**src/rtl/enc_pkg.sv**
```systemverilog
// Shared definitions for the event encoder: FSM state type, default line
// count and a width helper that never returns zero.
package enc_pkg;

    typedef enum logic {
        IDLE    = 1'b0,
        PRESENT = 1'b1
    } state_e;

    localparam int ENC_N_DEFAULT = 8;

    // Index width for n lines, at least one bit even for degenerate n.
    function automatic int clog2_safe(input int n);
        int w;
        w = 1;
        while ((32'sd1 <<< w) < n) begin
            w = w + 1;
        end
        return w;
    endfunction

endpackage

```
**src/rtl/enc_prio_pick.sv**
```systemverilog
// Combinational priority picker. Scans vec_i starting at start_i with
// wraparound, upward or downward, and reports the first set bit as a binary
// index, a one-hot mask and an any flag. Tying start_i to N-1 with a
// downward scan gives plain highest-index-wins priority.
module enc_prio_pick
    import enc_pkg::*;
#(
    parameter int N      = ENC_N_DEFAULT,
    parameter int IDX_W  = clog2_safe(N),
    parameter bit UPWARD = 1'b1
) (
    input  logic [N-1:0]     vec_i,
    input  logic [IDX_W-1:0] start_i,
    output logic [IDX_W-1:0] idx_o,
    output logic [N-1:0]     onehot_o,
    output logic             any_o
);

    // Walk the rotated search order and keep the first hit.
    always_comb begin
        int  pos;
        logic found;
        pos      = 0;
        found    = 1'b0;
        idx_o    = '0;
        onehot_o = '0;
        for (int i = 0; i < N; i++) begin
            if (UPWARD) begin
                pos = (int'(start_i) + i) % N;
            end else begin
                pos = (int'(start_i) - i + N) % N;
            end
            if (!found && vec_i[pos]) begin
                found         = 1'b1;
                idx_o         = pos[IDX_W-1:0];
                onehot_o[pos] = 1'b1;
            end else begin
                found = found;
            end
        end
        any_o = found;
    end

endmodule

```
**src/rtl/event_encoder.sv**
```systemverilog
// Event encoder: captures N request lines into a sticky pending register
// and hands out one encoded index at a time over a valid/ready handshake.
// Build option: define ENC_ROUND_ROBIN_EN for round-robin selection starting
// after the last accepted index; otherwise the highest pending index wins.
module event_encoder
    import enc_pkg::*;
#(
    parameter int N    = ENC_N_DEFAULT,
    parameter int EDGE = 0
) (
    input  logic                      clk,
    input  logic                      rst_n,
    input  logic [N-1:0]              req,
    output logic [clog2_safe(N)-1:0]  out_idx,
    output logic                      out_valid,
    input  logic                      out_ready,
    output logic [N-1:0]              pending,
    output logic                      overflow
);

    localparam int IDX_W = clog2_safe(N);

    state_e           state_q;
    logic [N-1:0]     req_q;
    logic [N-1:0]     pending_q;
    logic [N-1:0]     pending_d;
    logic [IDX_W-1:0] out_idx_q;
    logic             out_valid_q;
    logic             overflow_q;
    logic             overflow_d;

    logic [N-1:0]     cap_s;
    logic [N-1:0]     take_s;
    logic             handshake_s;
    logic             load_s;
    logic [IDX_W-1:0] pick_start_s;
    logic [IDX_W-1:0] pick_idx_s;
    logic [N-1:0]     pick_onehot_s;
    logic             pick_any_s;

    assign handshake_s = out_valid_q & out_ready;

`ifdef ENC_ROUND_ROBIN_EN
    logic [IDX_W-1:0] rr_ptr_q;
    logic [IDX_W-1:0] rr_base_s;

    // Search begins just past the most recently accepted index; on an
    // accepting cycle that is the index leaving the output right now.
    always_comb begin
        rr_base_s = handshake_s ? out_idx_q : rr_ptr_q;
        if (rr_base_s == IDX_W'(N - 1)) begin
            pick_start_s = '0;
        end else begin
            pick_start_s = rr_base_s + IDX_W'(1);
        end
    end

    // Remember the last accepted index; reset points just before index 0.
    always_ff @(posedge clk or negedge rst_n) begin
        if (!rst_n) begin
            rr_ptr_q <= IDX_W'(N - 1);
        end else if (handshake_s) begin
            rr_ptr_q <= out_idx_q;
        end else begin
            rr_ptr_q <= rr_ptr_q;
        end
    end

    enc_prio_pick #(
        .N      (N),
        .IDX_W  (IDX_W),
        .UPWARD (1'b1)
    ) u_pick (
        .vec_i    (pending_q),
        .start_i  (pick_start_s),
        .idx_o    (pick_idx_s),
        .onehot_o (pick_onehot_s),
        .any_o    (pick_any_s)
    );
`else
    assign pick_start_s = IDX_W'(N - 1);

    enc_prio_pick #(
        .N      (N),
        .IDX_W  (IDX_W),
        .UPWARD (1'b0)
    ) u_pick (
        .vec_i    (pending_q),
        .start_i  (pick_start_s),
        .idx_o    (pick_idx_s),
        .onehot_o (pick_onehot_s),
        .any_o    (pick_any_s)
    );
`endif

    // Capture, take and overflow: only registered pending is eligible for
    // selection, and a same-cycle capture keeps a taken bit pending.
    always_comb begin
        if (EDGE != 0) begin
            cap_s = req & ~req_q;
        end else begin
            cap_s = req;
        end
        if (state_q == IDLE) begin
            load_s = pick_any_s;
        end else begin
            load_s = pick_any_s & handshake_s;
        end
        if (load_s) begin
            take_s = pick_onehot_s;
        end else begin
            take_s = '0;
        end
        pending_d  = (pending_q & ~take_s) | cap_s;
        overflow_d = |(cap_s & pending_q & ~take_s);
    end

    // Pending/overflow registers and the IDLE/PRESENT output FSM.
    always_ff @(posedge clk or negedge rst_n) begin
        if (!rst_n) begin
            state_q     <= IDLE;
            req_q       <= '0;
            pending_q   <= '0;
            out_idx_q   <= '0;
            out_valid_q <= 1'b0;
            overflow_q  <= 1'b0;
        end else begin
            req_q      <= req;
            pending_q  <= pending_d;
            overflow_q <= overflow_d;
            case (state_q)
                IDLE: begin
                    if (pick_any_s) begin
                        out_idx_q   <= pick_idx_s;
                        out_valid_q <= 1'b1;
                        state_q     <= PRESENT;
                    end else begin
                        out_valid_q <= 1'b0;
                        state_q     <= IDLE;
                    end
                end
                PRESENT: begin
                    if (handshake_s) begin
                        if (pick_any_s) begin
                            out_idx_q   <= pick_idx_s;
                            out_valid_q <= 1'b1;
                            state_q     <= PRESENT;
                        end else begin
                            out_valid_q <= 1'b0;
                            state_q     <= IDLE;
                        end
                    end else begin
                        out_valid_q <= 1'b1;
                        state_q     <= PRESENT;
                    end
                end
                default: begin
                    out_valid_q <= 1'b0;
                    state_q     <= IDLE;
                end
            endcase
        end
    end

    assign out_idx   = out_idx_q;
    assign out_valid = out_valid_q;
    assign pending   = pending_q;
    assign overflow  = overflow_q;

endmodule

```
**config.mk**
```make
export PLATFORM = sky130hd
export DESIGN_NAME = event_encoder
export DESIGN_NICKNAME = d
export VERILOG_FILES = /design/src/rtl/enc_pkg.sv /design/src/rtl/enc_prio_pick.sv /design/src/rtl/event_encoder.sv
export SDC_FILE = /design/constraint.sdc
export NUM_CORES = 1
export LEC_CHECK = 0
export CORE_MARGIN = 5
export CORE_UTILIZATION = 44
export CTS_BUF_LIST = sky130_fd_sc_hd__clkbuf_4 sky130_fd_sc_hd__clkbuf_8
export DETAILED_ROUTE_END_ITERATION = 10
export PLACE_DENSITY = 0.8
export SETUP_SLACK_MARGIN = 0.15
export SYNTH_ARGS = -nofsm -noshare
export SYNTH_HDL_FRONTEND = slang
export SYNTH_SLANG_ARGS = --single-unit
```
**constraint.sdc**
```tcl
create_clock -name clk -period 1.55 [get_ports clk]
set_clock_uncertainty 0.1 [all_clocks]
set_input_delay 0.155 -clock clk [delete_from_list [all_inputs] [get_ports clk]]
set_output_delay 0.155 -clock clk [all_outputs]
set_load 0.03 [all_outputs]
```
==> flow_summary.yaml <==
global_routing:
  grt-ovfl-total: 0
  grt_pass1_vias: 681
  grt_max_degree: 10
  grt_pass1_wl_um: 3160
  antenna_found_initial: 0
  grt_usage_pct: 16.9
place:
  port-buffer-count: 23
  gp_congestion: 0.815
  dpl.hpwl_um: 1300
  place_area_um2: 942
clock_tree:
  cts_hold_repair.buffers: 0
  clk_pin_slew_ns: 0.08
  cts_htree_levels: 1
  cts_made_buffers: 3
  clockRootBuffer: "clkbuf_4"
  cts_sinks: 13
  clockBufferDepth: 2
  cts_tree: "built"
  clkLatencyLatePin_ns: 0.28
logic_synthesis:
  synth_area_leader_cell: "dfrtp_1"
  async_flop_share_pct: 100
  ys.flop_type: "dfrtp_1"
  synth_edf_count: 0
  netlist-cell-type-count: 24
  yosys.area_share.adder_pct: 0
  yosys_warnings: 0
  synthSimpleGateAreaFrac_pct: 21.1
  synth-seq-cells: 13
  synth_compound_area_share_pct: 24.8
  synth_mux_area_share_pct: 0
  synth_top_family_by_area: "compound AO/OA/AOI/OAI gates"
  synthDominantCellAreaShare_pct: 50.4
  yosysSeqAreaShare_pct: 50.4
  synth_cells: 66
  synth_area_um2: 646
  synth_nets: 77
  synthTopCellsByArea: "dfrtp_1 (50%), a22o_1 (5.4%), o21ai_0 (4.7%)"
  syn_area_per_cell_um2: 9.78
  synthXorXnorAreaFrac_pct: 0
route:
  drt_iter0_markers: 8
  wl_um: 1930
  vias_per_cell: 5.50
  vias: 665
  drt_first_pass_iters: 4
  drc: 0
  antenna_left: 0
  post_drt_wl_per_cell_um: 16.0
pwr:
  p_leak_nw: 0.447
  total_power_w: 0.000733
  peakVddDrop_mv: 0.516
  power_density_nw_per_um2: 717
sta:
  final.setup.tns_ns: 0
  max_freq_ghz: 0.664
  maxSlewViolCount: 0
  worstMarginPinSlew_ns: 0.417
  setup-violations-final: 0
  finalHoldViolCount: 0
  max_slew_margin_pct: 71.9
  min_period_ns: 1.51
  fin_crit_sh_pct: 97.2
  rsz0062_at_grt: "yes"
layout:
  drive_gt1_share_pct: 35.8
  finalNetCount: 118
  finalInstanceArea_um2: 1020
  antenna_cells: 0
  fillers: 99
  final_util_pct: 75.7
  synthToLayoutAreaGrowth_pct: 58.3
floorplanning:
  rows: 13
  die_y_um: 48.3
  die_w_um: 48.3
  io_pins: 24
  design.core.area_um2: 1350
  start_util_pct: 47.8
  dieArea_um2: 2330
min_path:
  hold_path.class: "in2async"
worst_setup_path:
  r2r_slack_ns: 0.04
  r2r_end: "out_valid$_DFF_PN0_"
  rr_startpoint: "pending[6]$_DFF_PN0_"
  slowest_delay_ns: 0.44
  path_class: "reg2reg"
  crit_arrival_ns: 1.57
  cp-end-kind: "register"
  cp.required_ns: 1.61
  slowest_stage: "dfrtp_2"
  cp_max_fo: 3
  critPathLaunchType: "register"
  cp_cell_sequence: "nor4_4 -> nand3_2 -> or3_1"
  reg2regPathDepth: 3
  startpoint: "pending[6]$_DFF_PN0_"
outcome:
  status: "finished clean"
flow_run:
  drv_cap: 0
==> area by class of cell <==
cell class	instances	area (um2)	area share, %
Inverter	4	15.0	1.47
Timing Repair Buffer	38	307	30.0
Sequential cell	13	329	32.2
Tap cell	15	18.8	1.84
Multi-Input combinational cell	47	323	31.6
Clock buffer	4	30.0	2.94
==> worst max-delay path by stage <==
stage | end | depth (start not counted)
3_3_place_gp | overflow$_DFF_PN0_ | 5
6_report | out_valid$_DFF_PN0_ | 3
4_1_cts | out_valid$_DFF_PN0_ | 3
3_5_place_dp | overflow$_DFF_PN0_ | 5
5_1_grt | overflow$_DFF_PN0_ | 5
2_1_floorplan | out_valid$_DFF_PN0_ | 3
==> placed cells by master (no fill, tap or decap), drive strengths merged, types with 2 or more instances in the layout <==
cell           count
nand3              5
nor4               2
clkbuf            10
dfrtp             13
a21oi              3
nand2b             3
nor2               3
nand2              8
o211ai             2
inv                4
a21o               3
clkdlybuf4s50     10
dlygate4sd2        6
buf               15
a22o               4
o21ai              6
o31ai              2
==> flip-flops by register name (all words and copies together), names as in the netlist <==
register / count
overflow: 1
out_valid: 1
out_idx: 3
pending: 8
==> metal layers <==
metal,wire length [um],track usage (%),vias up
met5,0,0,-
met4,48,7.83,0
met3,112,4.59,6
met2,969,28.0,32
met1,801,19.9,302
li1,-,-,325
==> synth_stat cells (2+ instances only) <==
| cell type | instances |
|---|---|
| a21o_2 | 2 |
| a21oi_1 | 3 |
| a22o_1 | 4 |
| dfrtp_1 | 13 |
| inv_1 | 4 |
| nand2_1 | 8 |
| nand2b_1 | 3 |
| nand3_1 | 4 |
| nor2_1 | 3 |
| o211ai_1 | 2 |
| o21ai_0 | 6 |
| o31ai_1 | 2 |
==> per-stage QoR <==
stage                     instances  hold WS, ns  setup WS [ns]
after CTS                       117       0.0386         0.0478
final                           121       0.0339         0.0434
after global placement          109        0.329        -0.0163
after global routing            121       0.0373        -0.0185
after detailed placement        109        0.345        -0.0282
after floorplan                  66       -0.241         0.0385
==> logic make-up (layout without fill, tap and decap cells) <==
group	Yosys count	count (layout)
flip-flops	13	13
AO/OA/AOI/OAI	23	23
AND/OR/NAND/NOR	24	24
buffers and inverters	6	46
==> critical path: cells and delay by family, from the launching register on <==
| kind | cells | cell delay, ns |
|---|---|---|
| and+or+nand+nor | 3 | 0.85 |
| DFF | 1 | 0.44 |
==> where the power goes <==
part           internal [W]  leakage (nW)  switching [W]
clock              0.000117        0.0184       0.000117
sequential         0.000350         0.122      0.0000123
combinational     0.0000658         0.306      0.0000706
total              0.000534         0.447       0.000200
==> timing repair <==
item | 4_1_cts | 5_1_grt
buffers inserted | 4 | 4
pin swaps | 4 | 6
endpoints found under the hold margin | 0 | 0
resized for setup | 22 | 12
endpoints found under the setup margin | 20 | 16
(Power assumes the default switching activity.)
